--- config.mk ---
export PLATFORM = sky130hd
export DESIGN_NAME = sat_stim_gen_flat
export DESIGN_NICKNAME = d
export VERILOG_FILES = /design/src/rtl/sat_stim_gen_if.sv /design/src/rtl/sat_stim_gen.sv /design/src/flat_wrapper.sv
export SDC_FILE = /design/constraint.sdc
export NUM_CORES = 1
export LEC_CHECK = 0
export ABC_AREA = 1
export CORE_ASPECT_RATIO = 1.25
export CORE_UTILIZATION = 55
export CTS_CLUSTER_DIAMETER = 40
export DETAILED_ROUTE_END_ITERATION = 16
export HOLD_SLACK_MARGIN = 0.05
export PLACE_DENSITY = 0.78
export SYNTH_ARGS = -nofsm -noshare
export SYNTH_HDL_FRONTEND = slang
export SYNTH_SLANG_ARGS = --single-unit
--- constraint.sdc ---
create_clock -name clk -period 2.4 [get_ports clk]
set_input_delay 0.48 -clock clk [delete_from_list [all_inputs] [get_ports clk]]
set_output_delay 0.48 -clock clk [all_outputs]
set_load 0.01 [all_outputs]
--- src/rtl/sat_stim_gen_if.sv ---
// Handshake bundle for sat_stim_gen: run control in, stimulus strobe/data and status out.
// The master side requests runs; the slave side (the generator) produces the strobe.
interface sat_stim_gen_if;
  logic       start;
  logic       hold;
  logic       x;
  logic       y;
  logic       cin;
  logic       busy;
  logic       done;
  logic [7:0] pulse_cnt;

  modport master (
    output start, hold,
    input  x, y, cin, busy, done, pulse_cnt
  );

  modport slave (
    input  start, hold,
    output x, y, cin, busy, done, pulse_cnt
  );
endinterface

--- src/rtl/sat_stim_gen.sv ---
// Stimulus generator: emits NPULSE periods of a divided strobe x, with LFSR data y/cin
// updated on each x fall so they are stable across the following x rise.
//
// state  | meaning
// S_IDLE | waiting for start, x held low
// S_RUN  | divider running, x toggling every DIV clocks
// S_DONE | one-cycle completion pulse, then back to S_IDLE
module sat_stim_gen #(
  parameter int unsigned DIV    = 2,
  parameter int unsigned NPULSE = 8,
  parameter logic [7:0]  SEED   = 8'hA5
) (
  input  logic          clk,
  input  logic          rst,
  sat_stim_gen_if.slave bus
);

  typedef enum logic [1:0] {S_IDLE, S_RUN, S_DONE} state_t;

  localparam logic [7:0] DIV_LAST = 8'(DIV - 1);
  localparam logic [7:0] NP       = 8'(NPULSE);

  state_t     r_state;
  logic [7:0] r_div_cnt;
  logic [7:0] r_pulse_cnt;
  logic [7:0] r_lfsr;
  logic       r_x;
  logic       r_y;
  logic       r_cin;
  logic       r_busy;
  logic       r_done;

  logic [7:0] w_lfsr_next;
  logic       w_wrap;

  assign w_lfsr_next = {r_lfsr[6:0], r_lfsr[7] ^ r_lfsr[5] ^ r_lfsr[4] ^ r_lfsr[3]};
  assign w_wrap      = (r_div_cnt == DIV_LAST);

  always_ff @(posedge clk or posedge rst) begin
    if (rst) begin
      r_state     <= S_IDLE;
      r_div_cnt   <= 8'd0;
      r_pulse_cnt <= 8'd0;
      r_lfsr      <= SEED;
      r_x         <= 1'b0;
      r_y         <= 1'b0;
      r_cin       <= 1'b0;
      r_busy      <= 1'b0;
      r_done      <= 1'b0;
    end else begin
      r_done <= 1'b0;
      case (r_state)
        S_IDLE: begin
          if (bus.start) begin
            r_lfsr      <= SEED;
            r_div_cnt   <= 8'd0;
            r_pulse_cnt <= 8'd0;
            if (NP == 8'd0) begin
              r_state <= S_DONE;
              r_done  <= 1'b1;
            end else begin
              r_state <= S_RUN;
              r_busy  <= 1'b1;
            end
          end
        end
        S_RUN: begin
          // hold freezes everything, including a coincident wrap or terminal fall
          if (!bus.hold) begin
            if (w_wrap) begin
              r_div_cnt <= 8'd0;
              r_x       <= ~r_x;
              if (!r_x) begin
                r_pulse_cnt <= r_pulse_cnt + 8'd1;
              end else begin
                r_lfsr <= w_lfsr_next;
                r_y    <= w_lfsr_next[0];
                r_cin  <= w_lfsr_next[1];
                if (r_pulse_cnt == NP) begin
                  r_state <= S_DONE;
                  r_busy  <= 1'b0;
                  r_done  <= 1'b1;
                end
              end
            end else begin
              r_div_cnt <= r_div_cnt + 8'd1;
            end
          end
        end
        S_DONE: begin
          r_state <= S_IDLE;
        end
        default: begin
          r_state <= S_IDLE;
          r_busy  <= 1'b0;
        end
      endcase
    end
  end

  assign bus.x         = r_x;
  assign bus.y         = r_y;
  assign bus.cin       = r_cin;
  assign bus.busy      = r_busy;
  assign bus.done      = r_done;
  assign bus.pulse_cnt = r_pulse_cnt;

`ifdef FORMAL
  logic f_first = 1'b1;
  always_ff @(posedge clk) f_first <= 1'b0;

  always_comb begin
    if (f_first) assume (rst);
  end

  a_x_on_wrap: assert property (@(posedge clk) disable iff (rst)
    (r_x != $past(r_x)) |-> $past(r_state == S_RUN && w_wrap && !bus.hold));

  a_busy_done_excl: assert property (@(posedge clk) disable iff (rst)
    !(r_busy && r_done));

  a_cnt_bound: assert property (@(posedge clk) disable iff (rst)
    r_pulse_cnt <= NP);

  a_live: assert property (@(posedge clk) disable iff (rst)
    (r_state == S_IDLE && bus.start) |-> s_eventually r_done);
`endif

endmodule

--- src/flat_wrapper.sv ---
// flat-port wrapper written by rule: the top's interface ports become plain ports
module sat_stim_gen_flat 
#(
  parameter int unsigned DIV    = 2,
  parameter int unsigned NPULSE = 8,
  parameter logic [7:0]  SEED   = 8'hA5
)
  (clk, rst, bus_start, bus_hold, bus_x, bus_y, bus_cin, bus_busy, bus_done, bus_pulse_cnt);
  sat_stim_gen_if bus_i ();
  input  logic clk;
  input  logic rst;
  input wire logic [$bits(bus_i.start)-1:0] bus_start;
  input wire logic [$bits(bus_i.hold)-1:0] bus_hold;
  output wire logic [$bits(bus_i.x)-1:0] bus_x;
  output wire logic [$bits(bus_i.y)-1:0] bus_y;
  output wire logic [$bits(bus_i.cin)-1:0] bus_cin;
  output wire logic [$bits(bus_i.busy)-1:0] bus_busy;
  output wire logic [$bits(bus_i.done)-1:0] bus_done;
  output wire logic [$bits(bus_i.pulse_cnt)-1:0] bus_pulse_cnt;
  assign bus_i.start = bus_start;
  assign bus_i.hold = bus_hold;
  assign bus_x = bus_i.x;
  assign bus_y = bus_i.y;
  assign bus_cin = bus_i.cin;
  assign bus_busy = bus_i.busy;
  assign bus_done = bus_i.done;
  assign bus_pulse_cnt = bus_i.pulse_cnt;
  sat_stim_gen #(.DIV(DIV), .NPULSE(NPULSE), .SEED(SEED)) u_core (.clk(clk), .rst(rst), .bus(bus_i));
endmodule
==> results of run 1 <==
## power groups by stage
| stage | Combinational (W) | Sequential (W) | Clock (W) |
|---|---|---|---|
| detailed placement | 0.00102 | 0.000842 | 0 |
| global route | 0.00117 | 0.000854 | 0.000349 |
| global placement | 0.000998 | 0.000831 | 0 |
| CTS | 0.00103 | 0.000831 | 0.000327 |
| floorplan | 0.000752 | 0.000838 | 0 |
| finish | 0.00102 | 0.000830 | 0.000313 |
## per-layer routing
metal  vias to the layer above  global-route usage
met2                        28               0.383
met3                         4              0.0749
met5                         -                   0
met1                       665               0.278
met4                         0              0.0972
li1                        711                   -
## cell type report
class / instances / area (um^2)
Fill cell: 220 / 866
Inverter: 24 / 90.1
Clock inverter: 1 / 5.00
Multi-Input combinational cell: 151 / 744
Clock buffer: 7 / 55.1
Tap cell: 34 / 42.5
Timing Repair Buffer: 18 / 175
Sequential cell: 31 / 781
## per-stage QoR
stage / util / instances / setup WS, ns
3_5_place_dp: 0.664 / 258 / 0.353
3_3_place_gp: 0.664 / 258 / 0.439
6_report: 0.686 / 266 / 0.553
2_1_floorplan: - / 210 / 0.957
5_1_grt: 0.686 / 266 / 0.321
4_1_cts: 0.686 / 266 / 0.535
## cells by family (layout without fill, tap and decap cells)
| kind of cell | Yosys count | after routing | share of synthesized area |
|---|---|---|---|
| flip-flops | 31 | 31 | 0.475 |
| XOR/XNOR | 7 | 7 | 0.0373 |
| AO/OA/AOI/OAI | 23 | 23 | 0.0739 |
| adder cells (fa/ha/maj) | 4 | 4 | 0.0305 |
| buffers and inverters | 28 | 50 | 0.0716 |
| AND/OR/NAND/NOR | 117 | 117 | 0.311 |
## cell usage in the layout (no fill, tap or decap), drive strengths merged
master	netlist	layout
o21ai	20	20
o211ai	1	1
nand2	68	68
dfrtp	27	27
nand4	7	7
clkbuf	1	7
inv	24	24
xnor2	3	3
clkinv	0	1
ha	4	4
dfstp	4	4
nor2	19	19
o22ai	1	1
clkdlybuf4s50	0	16
nor3	2	2
or2	2	2
o21bai	1	1
xor2	4	4
buf	3	2
and2	1	1
nand3	18	18
## sequential cells by signal, summed over array words and instances (netlist names)
register and flops:
u_core.bus.y 1, u_core.r_state 2, u_core.bus.x 1, u_core.bus.done 1, u_core.r_div_cnt 8, u_core.bus.pulse_cnt 8, u_core.r_lfsr 8, u_core.bus.cin 1
u_core.bus.busy 1
## worst reg2reg max path, cell delays in order (launching register included)
cell                      delay, ns
sky130_fd_sc_hd__dfrtp_1       0.42
sky130_fd_sc_hd__inv_1         0.09
sky130_fd_sc_hd__ha_1          0.14
sky130_fd_sc_hd__nand2_1       0.05
sky130_fd_sc_hd__nor2_1        0.15
sky130_fd_sc_hd__nand2_1       0.13
sky130_fd_sc_hd__nand2_2       0.17
sky130_fd_sc_hd__nand3_1       0.31
sky130_fd_sc_hd__o21ai_0       0.29
## path summary, 6_finish.rpt
path                                       end  slack (ns)  cells past startpoint
min in group asynchronous  u_core.r_div_cnt[1]        0.52                      3
hold reg to reg                u_core.bus.busy        0.48                      2
setup / recovery              bus_pulse_cnt[0]        0.55                      1
hold / removal                 u_core.bus.busy        0.48                      2
max in group asynchronous     u_core.r_lfsr[2]        1.56                      3
setup reg to reg              u_core.r_lfsr[2]        0.55                      8
==> impl_metrics.sql, run 1 <==
INSERT INTO impl_metrics (metric_group, metric, value, unit) VALUES
('die', 'die_h', '63.1', 'um'),
('grt', 'groute.usage.overall', '0.234', ''),
('worst_setup_path', 'critPathLaunch', 'u_core.bus.pulse_cnt[0]', ''),
('pwr', 'clk_pwr_share', '0.145', ''),
('sta', 'finalHoldWorstSlack', '0.480', 'ns'),
('pwr', 'power_per_cell_area', '1140', 'nW/um^2'),
('worst_hold_path', 'hold_wc_startpoint', 'u_core.bus.busy', ''),
('clock_tree', 'clock_tree_from_tritoncts', 'done', ''),
('yosys', 'netlist.area_leader.share', '0.411', ''),
('sta', 'fin_setup_tns', '0', 'ns'),
('pwr', 'power.switching_fraction', '0.440', ''),
('pwr', 'power.leakage', '0.922', 'nW'),
('yosys', 'ys_warn_count', '0', ''),
('grt', 'grt_start_max_net_pins', '32', ''),
('drt', 'wl_met1', '1320', 'um'),
('grt', 'overflow', '0', ''),
('yosys', 'post_synth_instance_area', '1640', 'um^2'),
('drt', 'drt-pass1-iter-count', '5', ''),
('final_layout', 'syn2layout_area_growth', '15.2', '%'),
('pwr', 'net-switching-power', '0.000951', 'W'),
('worst_setup_path', 'critical_path_class', 'reg2out', ''),
('die', 'die_area', '3210', 'um^2'),
('clock_tree', 'clock_tree.htree_level_count', '2', ''),
('final_layout', 'post_route_cells_drive_above_1_share', '0.0948', ''),
('sta', 'setup_viol', '0', ''),
('yosys', 'synth.top_cells.by_area', 'sky130_fd_sc_hd__dfrtp_1 (41%), sky130_fd_sc_hd__nand2_1 (15%), sky130_fd_sc_hd__dfstp_2 (6.4%)', ''),
('worst_setup_path', 'cpMaxStageDelayCell', 'sky130_fd_sc_hd__clkdlybuf4s50_1', ''),
('placed_design', 'postPlaceCellArea', '1830', 'um^2'),
('final_layout', 'antenna_cells', '0', ''),
('placed_design', 'place.detailed.hpwl', '2240', 'um'),
('worst_hold_path', 'worst_hold_path_type', 'reg2reg', ''),
('worst_setup_path', 'crit_buf_inv', '1', ''),
('drt', 'detail_route.drc_violations', '0', ''),
('yosys', 'synth-async-reset-ratio', '1.00', ''),
('clock_tree', 'clock_path_buffers', '2', ''),
('sta', 'finalHoldViolations', '0', ''),
('die', 'boundaryPins', '17', ''),
('drt', 'num_vias', '1408', ''),
('worst_setup_path', 'worstSetupEndpointType', 'output port', ''),
('clock_tree', 'clock_sinks', '31', ''),
('yosys', 'synth.distinct_cells', '27', ''),
('pwr', 'power.ir.vdd_worst', '0.713', 'mV'),
('clock_tree', 'cts-root-buf', 'sky130_fd_sc_hd__clkbuf_4', ''),
('yosys', 'synth.net_count', '218', ''),
('yosys', 'yosysMostFrequentCell', 'sky130_fd_sc_hd__nand2_1', ''),
('yosys', 'yosysTopAreaCell', 'sky130_fd_sc_hd__dfrtp_1', ''),
('grt', 'grt_pass1_vias', '1309', ''),
('drt', 'routed_wire_length_per_instance', '11.5', 'um'),
('clock_tree', 'cts_hold_repair.buffers', '0', ''),
('drt', 'totalWireLength', '3070', 'um'),
('sta', 'timing.final.max_slew_violations', '0', ''),
('drt', 'wl_met2', '1590', 'um'),
('pwr', 'power.total', '0.00216', 'W'),
('yosys', 'synth-edff-count', '0', ''),
('sta', 'grt_setup_unrepaired', 'false', ''),
('yosys', 'postSynth.topFlopCell', 'sky130_fd_sc_hd__dfrtp_1', ''),
('drt', 'drt-vias-per-instance', '5.29', ''),
('placed_design', 'portBuffers', '16', ''),
('clock_tree', 'cts_made_buffers', '5', ''),
('drt', 'top_signal_layer_used', 'met4', ''),
('yosys', 'number_of_instances_in_the_synthesized_netlist', '210', ''),
('worst_setup_path', 'critical_path_arrival', '1.37', 'ns'),
('drt', 'initialDrtViolationCount', '48', ''),
('die', 'die_w', '50.9', 'um'),
('outcome', 'outcome', 'finished clean', ''),
('sta', 'worst_pin_slew', '0.428', 'ns'),
('sta', 'worst_slew_margin_rel', '0.714', ''),
('job', 'maxCapViolCount', '0', ''),
('pwr', 'seqPwrFrac', '0.384', ''),
('grt', 'first_pass_grt_wire_length', '5560', 'um'),
('drt', 'routed-wl-met3', '129', 'um');
Power figures use the tool's default switching activity.
==> inputs of run 2 (changes only) <==
==> constraint.sdc (replaced) <==
create_clock -name clk -period 1.8 [get_ports clk]
set_input_delay 0.36 -clock clk [delete_from_list [all_inputs] [get_ports clk]]
set_output_delay 0.36 -clock clk [all_outputs]
set_load 0.01 [all_outputs]
==> run 2 against run 1 <==
  * Critical path depth did not move
  * Largest power group unchanged
  * Flip-flop and latch count did not move
  * Wire length rose by 9.7%
  * Setup slack got worse by 0.47 ns
  * Global-route usage rose by 0.65 points
  * First-iteration DRC count fell by 25%
  * Highest routed layer unchanged
  * Utilization rose by 1.5 points
  * Non-clock buffer count rose by 4
  * Clock power rose by 25%
  * Total power rose by 40%
  * Die area did not move
  * Critical endpoint unchanged
==> impl_metrics.sql, run 2 (synthesized netlist as in run 1, its figures left out) <==
INSERT INTO impl_metrics (metric_group, metric, value, unit) VALUES
('clock_tree', 'clock_sinks', '31', ''),
('pwr', 'power.total', '0.00303', 'W'),
('drt', 'routed-wl-met3', '110', 'um'),
('clock_tree', 'insertion_delay', '0.33', 'ns'),
('sta', 'worst_slew_margin_rel', '0.723', ''),
('pwr', 'power.ir.vdd_worst', '1.02', 'mV'),
('sta', 'timing.final.max_slew_violations', '0', ''),
('final_layout', 'num-fill-cells', '227', ''),
('final_layout', 'layout.nets', '243', ''),
('worst_setup_path', 'worstSetupEndpointType', 'output port', ''),
('sta', 'finalHoldViolations', '0', ''),
('grt', 'grt_start_max_net_pins', '32', ''),
('placed_design', 'gp_congestion', '0.839', ''),
('sta', 'final_min_period_over_clock_period', '0.953', ''),
('worst_setup_path', 'critical_path_class', 'reg2out', ''),
('drt', 'detail_route.drc_violations', '0', ''),
('final_layout', 'antenna_cells', '0', ''),
('die', 'die_h', '63.1', 'um'),
('worst_setup_path', 'path_depth', '1', ''),
('job', 'maxCapViolCount', '0', ''),
('worst_setup_path', 'cpMaxStageDelayCell', 'sky130_fd_sc_hd__clkdlybuf4s50_1', ''),
('outcome', 'outcome', 'finished clean', ''),
('die', 'die_w', '50.9', 'um'),
('worst_setup_path', 'critical_path_arrival', '1.36', 'ns'),
('worst_setup_path', 'crit_chain', 'clkdlybuf4s50_1', ''),
('final_layout', 'final_cell_mix', 'sky130_fd_sc_hd__nand2_1 (65), sky130_fd_sc_hd__dfrtp_1 (27), sky130_fd_sc_hd__inv_1 (23)', ''),
('clock_tree', 'cts-root-buf', 'sky130_fd_sc_hd__clkbuf_4', ''),
('final_layout', 'post_route_cells_drive_above_1_share', '0.110', ''),
('sta', 'worst_pin_slew', '0.411', 'ns'),
('drt', 'drtAntennaViolNets', '0', ''),
('grt', 'groute.usage.overall', '0.240', ''),
('placed_design', 'place.detailed.hpwl', '2400', 'um'),
('clock_tree', 'post_cts.repair.setup_buffers', '0', ''),
('die', 'boundaryPins', '17', ''),
('grt', 'overflow', '0', ''),
('die', 'start_util', '0.595', ''),
('drt', 'num_vias', '1451', ''),
('drt', 'wl_met2', '1770', 'um'),
('sta', 'fmax', '0.583', 'GHz'),
('final_layout', 'layout.cells.most_common', 'sky130_fd_sc_hd__nand2_1', ''),
('worst_setup_path', 'worstSetupStartpointType', 'flip-flop', ''),
('clock_tree', 'clock_tree_from_tritoncts', 'done', ''),
('worst_setup_path', 'crit_path_max_incr_delay', '0.58', 'ns'),
('die', 'core_area', '2760', 'um^2'),
('worst_setup_path', 'crit_buf_inv', '1', ''),
('drt', 'drt-pass1-iter-count', '4', ''),
('clock_tree', 'clk_transition_reported_paths', '0.10', 'ns'),
('worst_setup_path', 'depth_of_the_most_critical_reg_to_reg_path', '8', ''),
('die', 'floorplan.rows', '21', ''),
('sta', 'setup_viol', '0', ''),
('final_layout', 'final_core_utilization', '0.701', ''),
('clock_tree', 'clock_tree.htree_level_count', '2', ''),
('placed_design', 'portBuffers', '16', ''),
('drt', 'drt-vias-per-instance', '5.37', ''),
('pwr', 'power.leakage', '0.939', 'nW'),
('final_layout', 'register_area', '781', 'um^2'),
('worst_setup_path', 'critPathRequiredTime', '1.44', 'ns'),
('drt', 'top_signal_layer_used', 'met4', ''),
('sta', 'grt_setup_unrepaired', 'false', ''),
('drt', 'totalWireLength', '3370', 'um'),
('sta', 'timing.clock.skew', '0.0105', 'ns'),
('grt', 'first_pass_grt_wire_length', '5730', 'um'),
('drt', 'wl_met1', '1420', 'um'),
('pwr', 'power_per_cell_area', '1570', 'nW/um^2'),
('worst_setup_path', 'timing.critical_path.max_delay_family', 'buffers and inverters', ''),
('drt', 'initialDrtViolationCount', '36', ''),
('worst_hold_path', 'worst_hold_path_type', 'in2async', ''),
('final_layout', 'syn2layout_area_growth', '17.7', '%'),
('die', 'die_area', '3210', 'um^2'),
('grt', 'antenna_found_initial', '0', ''),
('drt', 'routed_wire_length_per_instance', '12.5', 'um'),
('final_layout', 'multi_input_area', '764', 'um^2'),
('clock_tree', 'clock_path_buffers', '2', ''),
('grt', 'grt_pass1_vias', '1402', ''),
('sta', 'min_period', '1.72', 'ns'),
('clock_tree', 'cts_made_buffers', '5', ''),
('worst_setup_path', 'critical_path.max_fanout', '7', '');
-- run 2: routing by layer --
metal / up-vias / track usage
met4: 0 / 0.111
met3: 9 / 0.0797
met5: - / 0
li1: 723 / -
met1: 693 / 0.267
met2: 26 / 0.407
-- run 2: worst paths after layout --
path,from,endpoint,slack [ns]
worst max-delay path,u_core.bus.pulse_cnt[0],bus_pulse_cnt[0],0.08
worst min-delay path,rst,u_core.bus.busy,0.39
worst max register to register,u_core.r_state[0],u_core.r_div_cnt[3],0.15
worst min register to register,u_core.r_lfsr[0],u_core.r_lfsr[0],0.49
max in group asynchronous,rst,u_core.r_lfsr[0],1.09
min in group clk,u_core.r_lfsr[0],u_core.r_lfsr[0],0.49
-- run 2: report_power, final --
| group | switching [W] | internal (W) |
|---|---|---|
| Combinational | 0.000952 | 0.000585 |
| Sequential | 0.000171 | 0.000932 |
| Clock | 0.000238 | 0.000152 |
| Total | 0.00136 | 0.00167 |
-- run 2: stage by stage --
| stage | TNS [ns] | hold WS [ns] | std cells | area (um^2) | setup WS (ns) |
|---|---|---|---|---|---|
| after floorplan | 0 | 0.450 | 210 | 1640 | 0.357 |
| after global placement | -0.150 | 0.461 | 262 | 1860 | -0.0304 |
| after detailed placement | -1.01 | 0.463 | 262 | 1860 | -0.142 |
| after CTS | 0 | 0.394 | 270 | 1910 | 0.0216 |
| after global routing | 0 | 0.474 | 270 | 1930 | 0.00638 |
| final | 0 | 0.391 | 270 | 1930 | 0.0838 |
-- run 2: final cells by class --
type,instances,area share
clock buffer,7,0.0233
inverter,24,0.0466
multi-input combinational,151,0.395
tap,34,0.0220
clock inverter,1,0.00259
timing repair buffer,22,0.106
sequential,31,0.404
-- run 2: timing repair --
item / 4_1_cts / 5_1_grt
hold buffers: 0 / 0
endpoints found under the setup margin: 0 / 16
resized for setup: 0 / 3
==> inputs of run 3 (changes only) <==
--- a/config.mk
+++ b/config.mk
@@ -6,6 +6,7 @@
 export NUM_CORES = 1
 export LEC_CHECK = 0
 export ABC_AREA = 1
+export CAP_MARGIN = 40
 export CORE_ASPECT_RATIO = 1.25
 export CORE_UTILIZATION = 55
 export CTS_CLUSTER_DIAMETER = 40
==> results of run 3 <==
Same layout as run 2: the final DEF is identical, and so are final timing and power.
